[config.mk]
export PLATFORM = sky130hd
export DESIGN_NAME = hdb3_tx_sched
export DESIGN_NICKNAME = d
export VERILOG_FILES = /design/src/rtl/hdb3_pkg.sv /design/src/rtl/hdb3_tag_delay.sv /design/src/rtl/hdb3_tx_sched.sv
export SDC_FILE = /design/constraint.sdc
export NUM_CORES = 1
export LEC_CHECK = 0
export CAP_MARGIN = 20
export CORE_ASPECT_RATIO = 1.5
export CORE_MARGIN = 2
export CORE_UTILIZATION = 50
export DETAILED_ROUTE_END_ITERATION = 8
export PLACE_DENSITY = 0.78
export SLEW_MARGIN = 20
export SYNTH_ARGS = -nofsm -noshare
export SYNTH_HDL_FRONTEND = slang
export SYNTH_SLANG_ARGS = --single-unit
[constraint.sdc]
create_clock -name i_clk -period 2.2 [get_ports i_clk]
set_input_delay 0.66 -clock i_clk [delete_from_list [all_inputs] [get_ports i_clk]]
set_output_delay 0.66 -clock i_clk [all_outputs]
set_load 0.05 [all_outputs]
[src/rtl/hdb3_pkg.sv]
// Shared types and constants for the HDB3 transmit chain: scheduler states,
// encoder symbol codes, the symbol tag payload and the default pipeline latency.
package hdb3_pkg;

    localparam int unsigned PIPE_LAT_DEFAULT = 9;

    typedef enum logic [1:0] {
        ST_IDLE  = 2'd0,
        ST_GRANT = 2'd1,
        ST_SHIFT = 2'd2,
        ST_FLUSH = 2'd3
    } sched_state_e;

    // Symbol codes exchanged between the V-insertion and B-insertion stages
    typedef enum logic [1:0] {
        SYM_ZERO = 2'b00,
        SYM_ONE  = 2'b01,
        SYM_V    = 2'b10,
        SYM_B    = 2'b11
    } sym_e;

    typedef struct packed {
        logic data;
        logic ch;
        logic eof;
    } sym_tag_t;

endpackage

[src/rtl/hdb3_tag_delay.sv]
// Fixed-depth delay line aligning scheduler tags with the encoded symbol that
// leaves the chain DEPTH clocks after the raw bit.
module hdb3_tag_delay
    import hdb3_pkg::*;
#(
    parameter int unsigned DEPTH = PIPE_LAT_DEFAULT
) (
    input  logic     i_clk,
    input  logic     i_rst_n,
    input  sym_tag_t tag_in,
    output sym_tag_t tag_out
);

    sym_tag_t [DEPTH-1:0] line_q;

    always_ff @(posedge i_clk or negedge i_rst_n) begin
        if (!i_rst_n) begin
            line_q <= '0;
        end else begin
            line_q[0] <= tag_in;
            for (int i = 1; i < int'(DEPTH); i++) begin
                line_q[i] <= line_q[i-1];
            end
        end
    end

    assign tag_out = line_q[DEPTH-1];

endmodule

[src/rtl/hdb3_tx_sched.sv]
// Round-robin frame scheduler and MSB-first serialiser feeding the HDB3 encoder.
// Optional underrun abort watchdog: define HDB3_SCHED_TIMEOUT_EN.
module hdb3_tx_sched
    import hdb3_pkg::*;
#(
    parameter int unsigned PIPE_LAT  = PIPE_LAT_DEFAULT,
    parameter int unsigned FLUSH_LEN = 8
`ifdef HDB3_SCHED_TIMEOUT_EN
    ,
    parameter int unsigned TIMEOUT   = 64
`endif
) (
    input  logic       i_clk,
    input  logic       i_rst_n,
    input  logic       i_req0_valid,
    input  logic [7:0] i_req0_data,
    input  logic       i_req0_last,
    output logic       o_req0_ready,
    input  logic       i_req1_valid,
    input  logic [7:0] i_req1_data,
    input  logic       i_req1_last,
    output logic       o_req1_ready,
    output logic       o_enc_bit,
    output logic [1:0] o_grant,
    output logic       o_busy,
    output logic       o_underrun,
    output logic       o_sym_data,
    output logic       o_sym_ch,
    output logic       o_sym_eof
`ifdef HDB3_SCHED_TIMEOUT_EN
    ,
    output logic       o_abort
`endif
);

    localparam int unsigned BYTE_W  = 8;
    localparam int unsigned IDX_W   = 3;
    localparam int unsigned FLUSH_W = 8;
`ifdef HDB3_SCHED_TIMEOUT_EN
    localparam int unsigned TO_W    = (TIMEOUT > 1) ? $clog2(TIMEOUT) : 1;
`endif

    sched_state_e       state_q, state_d;
    logic               gch_q, gch_d;
    logic               ptr_q, ptr_d;
    logic               last_q, last_d;
    logic               started_q, started_d;
    logic [BYTE_W-1:0]  shreg_q, shreg_d;
    logic [IDX_W-1:0]   idx_q, idx_d;
    logic [FLUSH_W-1:0] flush_q, flush_d;
`ifdef HDB3_SCHED_TIMEOUT_EN
    logic [TO_W-1:0]    to_q, to_d;
    logic               abort_d;
`endif

    logic               enc_d, busy_d, underrun_d, rdy_d, rdy0_d, rdy1_d;
    logic [1:0]         grant_d;
    sym_tag_t           tag_d, tag_q, tag_dly;

    logic               hs;
    logic [BYTE_W-1:0]  in_data;
    logic               in_last;

    // Only the granted channel can ever see ready, so its handshake is the only one
    assign hs      = gch_q ? (i_req1_valid & o_req1_ready) : (i_req0_valid & o_req0_ready);
    assign in_data = gch_q ? i_req1_data : i_req0_data;
    assign in_last = gch_q ? i_req1_last : i_req0_last;

    // Next-state logic; outputs are derived from the next state and registered
    always_comb begin
        state_d   = state_q;
        gch_d     = gch_q;
        ptr_d     = ptr_q;
        last_d    = last_q;
        started_d = started_q;
        shreg_d   = shreg_q;
        idx_d     = idx_q;
        flush_d   = flush_q;
`ifdef HDB3_SCHED_TIMEOUT_EN
        to_d      = to_q;
        abort_d   = 1'b0;
`endif

        case (state_q)
            ST_IDLE: begin
                if (i_req0_valid || i_req1_valid) begin
                    gch_d     = ptr_q ? i_req1_valid : !i_req0_valid;
                    ptr_d     = !gch_d;
                    started_d = 1'b0;
                    state_d   = ST_GRANT;
                end
            end
            ST_GRANT: begin
                if (hs) begin
                    shreg_d = in_data;
                    last_d  = in_last;
                    idx_d   = IDX_W'(7);
                    state_d = ST_SHIFT;
                end
`ifdef HDB3_SCHED_TIMEOUT_EN
                else if (started_q) begin
                    if (to_q == TO_W'(TIMEOUT - 1)) begin
                        abort_d = 1'b1;
                        flush_d = '0;
                        state_d = ST_FLUSH;
                    end else begin
                        to_d = to_q + TO_W'(1);
                    end
                end
`endif
            end
            ST_SHIFT: begin
                if (idx_q != '0) begin
                    idx_d = idx_q - IDX_W'(1);
                end else if (last_q) begin
                    flush_d = '0;
                    state_d = ST_FLUSH;
                end else if (hs) begin
                    shreg_d = in_data;
                    last_d  = in_last;
                    idx_d   = IDX_W'(7);
                end else begin
                    started_d = 1'b1;
                    state_d   = ST_GRANT;
`ifdef HDB3_SCHED_TIMEOUT_EN
                    to_d      = '0;
`endif
                end
            end
            ST_FLUSH: begin
                if (flush_q == FLUSH_W'(FLUSH_LEN - 1)) begin
                    state_d = ST_IDLE;
                end else begin
                    flush_d = flush_q + FLUSH_W'(1);
                end
            end
            default: state_d = ST_IDLE;
        endcase

        busy_d     = (state_d != ST_IDLE);
        grant_d    = (state_d == ST_IDLE) ? 2'b00 : (gch_d ? 2'b10 : 2'b01);
        rdy_d      = (state_d == ST_GRANT) ||
                     ((state_d == ST_SHIFT) && (idx_d == '0) && !last_d);
        rdy0_d     = rdy_d && !gch_d;
        rdy1_d     = rdy_d && gch_d;
        enc_d      = (state_d == ST_SHIFT) && shreg_d[idx_d];
        underrun_d = (state_d == ST_GRANT) && started_d;
        tag_d.data = (state_d == ST_SHIFT);
        tag_d.ch   = tag_d.data && gch_d;
        tag_d.eof  = tag_d.data && (idx_d == '0) && last_d;
    end

    // State, datapath and registered outputs
    always_ff @(posedge i_clk or negedge i_rst_n) begin
        if (!i_rst_n) begin
            state_q      <= ST_IDLE;
            gch_q        <= 1'b0;
            ptr_q        <= 1'b0;
            last_q       <= 1'b0;
            started_q    <= 1'b0;
            shreg_q      <= '0;
            idx_q        <= '0;
            flush_q      <= '0;
            o_enc_bit    <= 1'b0;
            o_grant      <= 2'b00;
            o_busy       <= 1'b0;
            o_underrun   <= 1'b0;
            o_req0_ready <= 1'b0;
            o_req1_ready <= 1'b0;
            tag_q        <= '0;
`ifdef HDB3_SCHED_TIMEOUT_EN
            to_q         <= '0;
            o_abort      <= 1'b0;
`endif
        end else begin
            state_q      <= state_d;
            gch_q        <= gch_d;
            ptr_q        <= ptr_d;
            last_q       <= last_d;
            started_q    <= started_d;
            shreg_q      <= shreg_d;
            idx_q        <= idx_d;
            flush_q      <= flush_d;
            o_enc_bit    <= enc_d;
            o_grant      <= grant_d;
            o_busy       <= busy_d;
            o_underrun   <= underrun_d;
            o_req0_ready <= rdy0_d;
            o_req1_ready <= rdy1_d;
            tag_q        <= tag_d;
`ifdef HDB3_SCHED_TIMEOUT_EN
            to_q         <= to_d;
            o_abort      <= abort_d;
`endif
        end
    end

    // tag_q travels alongside o_enc_bit, so the line delays it by the chain latency
    hdb3_tag_delay #(
        .DEPTH (PIPE_LAT)
    ) u_tag_delay (
        .i_clk   (i_clk),
        .i_rst_n (i_rst_n),
        .tag_in  (tag_q),
        .tag_out (tag_dly)
    );

    assign o_sym_data = tag_dly.data;
    assign o_sym_ch   = tag_dly.ch;
    assign o_sym_eof  = tag_dly.eof;

endmodule

==> flow_summary.toml <==
[clock_tree]
numCtsBuffers = 9
root_buffer = "clkbuf_8"
hold_buffers = 0
cts_sinks = 62
clk_latency_ns = 0.34
path_clk_slew_ns = 0.07
htreeDepth = 3
cts_tree = "built"
cts_max_path_buffers = 2

[route]
avgViaCountPerCell = 5.53
routed_wl_um = 6780
drc = 0
vias = 2200
ant_nets = 0
dr.pass1.iters = 4
post_drt_wl_per_cell_um = 17.0
dr.first_iter.drc_count = 126

[power_and_ir_drop]
power_density_nw_per_um2 = 1430
p_leak_nw = 1.87
peakVddDrop_uv = 1000

[sta]
period_needed_ns = 2.21
finalWorstSetupSlack_ns = -0.0141
worst-slew-pin-transition_ns = 0.526
fin_crit_sh_pct = 101
fin_skew_ns = 0.00814
slew_headroom_pct = 64.9
finalHoldWorstSlack_ns = 0.282
finalHoldViolations = 0
grt_setup_unrepaired = "yes"
fmax_mhz = 452
drv_slew = 0
setup_viol = 1

[finish]
final.fill_count = 309
mostFrequentLayoutCell = "dfrtp_1"
design_area_um2 = 3870
drive_above_1_share_pct = 35.8
nets = 354
instances_no_fill = 398
syn2layout_area_growth_pct = 43.2
final_cell_mix = "dfrtp_1, buf_4, clkdlybuf4s50_1"
num_antenna_cells = 0
postLayoutCoreUtil_pct = 75.0

[logic_synthesis]
synth_edf_count = 0
yosysSeqAreaShare_pct = 57.4
ys.flop_type = "dfrtp_1"
synth.avg_cell_area_um2 = 11.5
ys_ff_latch = 62
syn_inst = 235
syn-num-nets = 264
ys_warn_count = 0
yosys.cell_types.count = 52
synth_area_um2 = 2710
async_flop_share_pct = 100

[die]
io_pins = 32
row_count = 32
die_w_um = 64.1
die_y_um = 94.1
die_area_um2 = 6030
initial_core_util_pct = 52.4
coreArea_um2 = 5160

[placement]
port-buffer-count = 31
dp_hpwl_um = 4150
gp_congestion = 0.904
pre_cts_ws_ns = -0.646
placed_area_um2 = 3410
placed_cells = 372

[worst_setup_path]
end_kind = "flop"
critPathRequiredTime_ns = 2.46
rr_endpoint = "o_req0_ready"
r2r-start = "state_q[0]"
startpoint = "state_q[0]"
critical_path_class = "flop to flop"
cp_num_buf_inv = 3
crit_fanout = 4
crit_chain = "buf_6 > ha_4 > buf_6 > and3_4 > a211o_1 > a221oi_4 > nand2_2 > inv_4 > a31oi_4 > nor2_1"
slowest_stage = "dfrtp_1"
cpMostUsedCell = "buf_6"
slowest_delay_ns = 0.40
worstSetupStartpointType = "flop"
path_delay_family = "compound AO/OA/AOI/OAI gates"
rr_worst_depth = 10
crit_cells = 10
critical_path_arrival_ns = 2.48
reg2reg_slack_ns = -0.01
endpoint = "o_req0_ready"

[global_routing]
grt_max_degree = 44
grt.overflow.total = 0
grt_pass1_vias = 2217
grt.total_usage_pct = 22.6
grt_pass1_wl_um = 10200
antenna_found_initial = 0

[status]
violations = "negative setup slack"
outcome = "finished with violations"

[min_path]
hold_path_class = "input pin to asynchronous set/reset pin"

[job]
drv_cap = 0
[worst min-delay path by stage]
| stage | startpoint | to | slack, ns | cells after the start |
|---|---|---|---|---|
| 6_report | i_rst_n | flush_q[1] | 0.28 | 1 |
| 5_1_grt | i_rst_n | shreg_q[7] | 0.31 | 1 |
| 4_1_cts | i_rst_n | flush_q[0] | 0.28 | 1 |
| 3_5_place_dp | u_tag_delay.line_q[3] | u_tag_delay.line_q[6] | 0.33 | 0 |
| 3_3_place_gp | u_tag_delay.line_q[7] | u_tag_delay.line_q[10] | 0.33 | 0 |
| 2_1_floorplan | tag_q[0] | u_tag_delay.line_q[0] | 0.33 | 0 |
[state kept, by name, summed over array words and instances, names as in the netlist]
signal and flops:
o_req0_ready 1, o_enc_bit 1, o_grant 2, u_tag_delay.line_q 24, o_busy 1, tag_q 3
flush_q 8, last_q 1, gch_q 1, idx_q 3, u_tag_delay.tag_out 3, state_q 2
ptr_q 1, started_q 1, o_underrun 1, o_req1_ready 1, shreg_q 8
[cells by family after synthesis]
logic type	Yosys count	share of synthesized area, %
buffers and inverters	22	3.19
xor gates and xnor gates	3	0.972
muxes	15	5.64
DFF	62	57.4
and+or+nand+nor	73	14.8
AOI/OAI and AO/OA	53	14.8
adders and majority gates	7	3.24
[synthesized netlist by cell type (4+ instances only)]
| library cell | count | area, um^2 |
|---|---|---|
| ha_1 | 7 | 87.6 |
| a211oi_1 | 6 | 45.0 |
| clkbuf_1 | 4 | 15.0 |
| nor2_1 | 23 | 86.3 |
| a21oi_1 | 11 | 55.1 |
| inv_1 | 15 | 56.3 |
| nand2_1 | 18 | 67.6 |
| nand3_1 | 7 | 35.0 |
| mux2i_1 | 13 | 130 |
| o21ai_0 | 10 | 50.1 |
| dfrtp_1 | 62 | 1550 |
[cell type report]
cell class | count | area, um^2 | share of cell area, %
Tap cell | 68 | 85.1 | 2.20
Multi-Input combinational cell | 151 | 1250 | 32.2
Timing Repair Buffer | 85 | 724 | 18.7
Clock inverter | 5 | 57.6 | 1.49
Inverter | 16 | 62.6 | 1.62
Sequential cell | 62 | 1550 | 40.1
Clock buffer | 11 | 141 | 3.65
[layer usage]
| layer | part of all wire (%) | global-route usage, % | vias to the layer above |
|---|---|---|---|
| li1 | - | - | 1018 |
| met2 | 54 | 40.7 | 75 |
| met5 | 0 | 0 | - |
| met1 | 38 | 24.2 | 1083 |
| met4 | 3.7 | 11.4 | 0 |
| met3 | 4.2 | 5.40 | 24 |
[report_power, final]
part           internal (W)  total, W  switching (W)
Combinational       0.00133   0.00291        0.00158
Clock              0.000556   0.00101       0.000449
Sequential          0.00144   0.00164       0.000199
[metrics by stage]
step / total power [W] / setup TNS [ns]
floorplan: 0.00303 / 0
global placement: 0.00388 / -6.19
detailed placement: 0.00398 / -7.45
CTS: 0.00514 / -0.00703
global route: 0.00586 / -0.305
finish: 0.00555 / -0.0141
[timing repair]
action                                 in CTS  in global routing
setup endpoints to repair                  11                 12
setup buffers                               2                  9
pin swaps                                   5                 13
gates resized for setup                    17                 31
cloned                                      0                  0
endpoints found under the hold margin       0                  0
No activity file was read; power rests on OpenSTA's default activity.
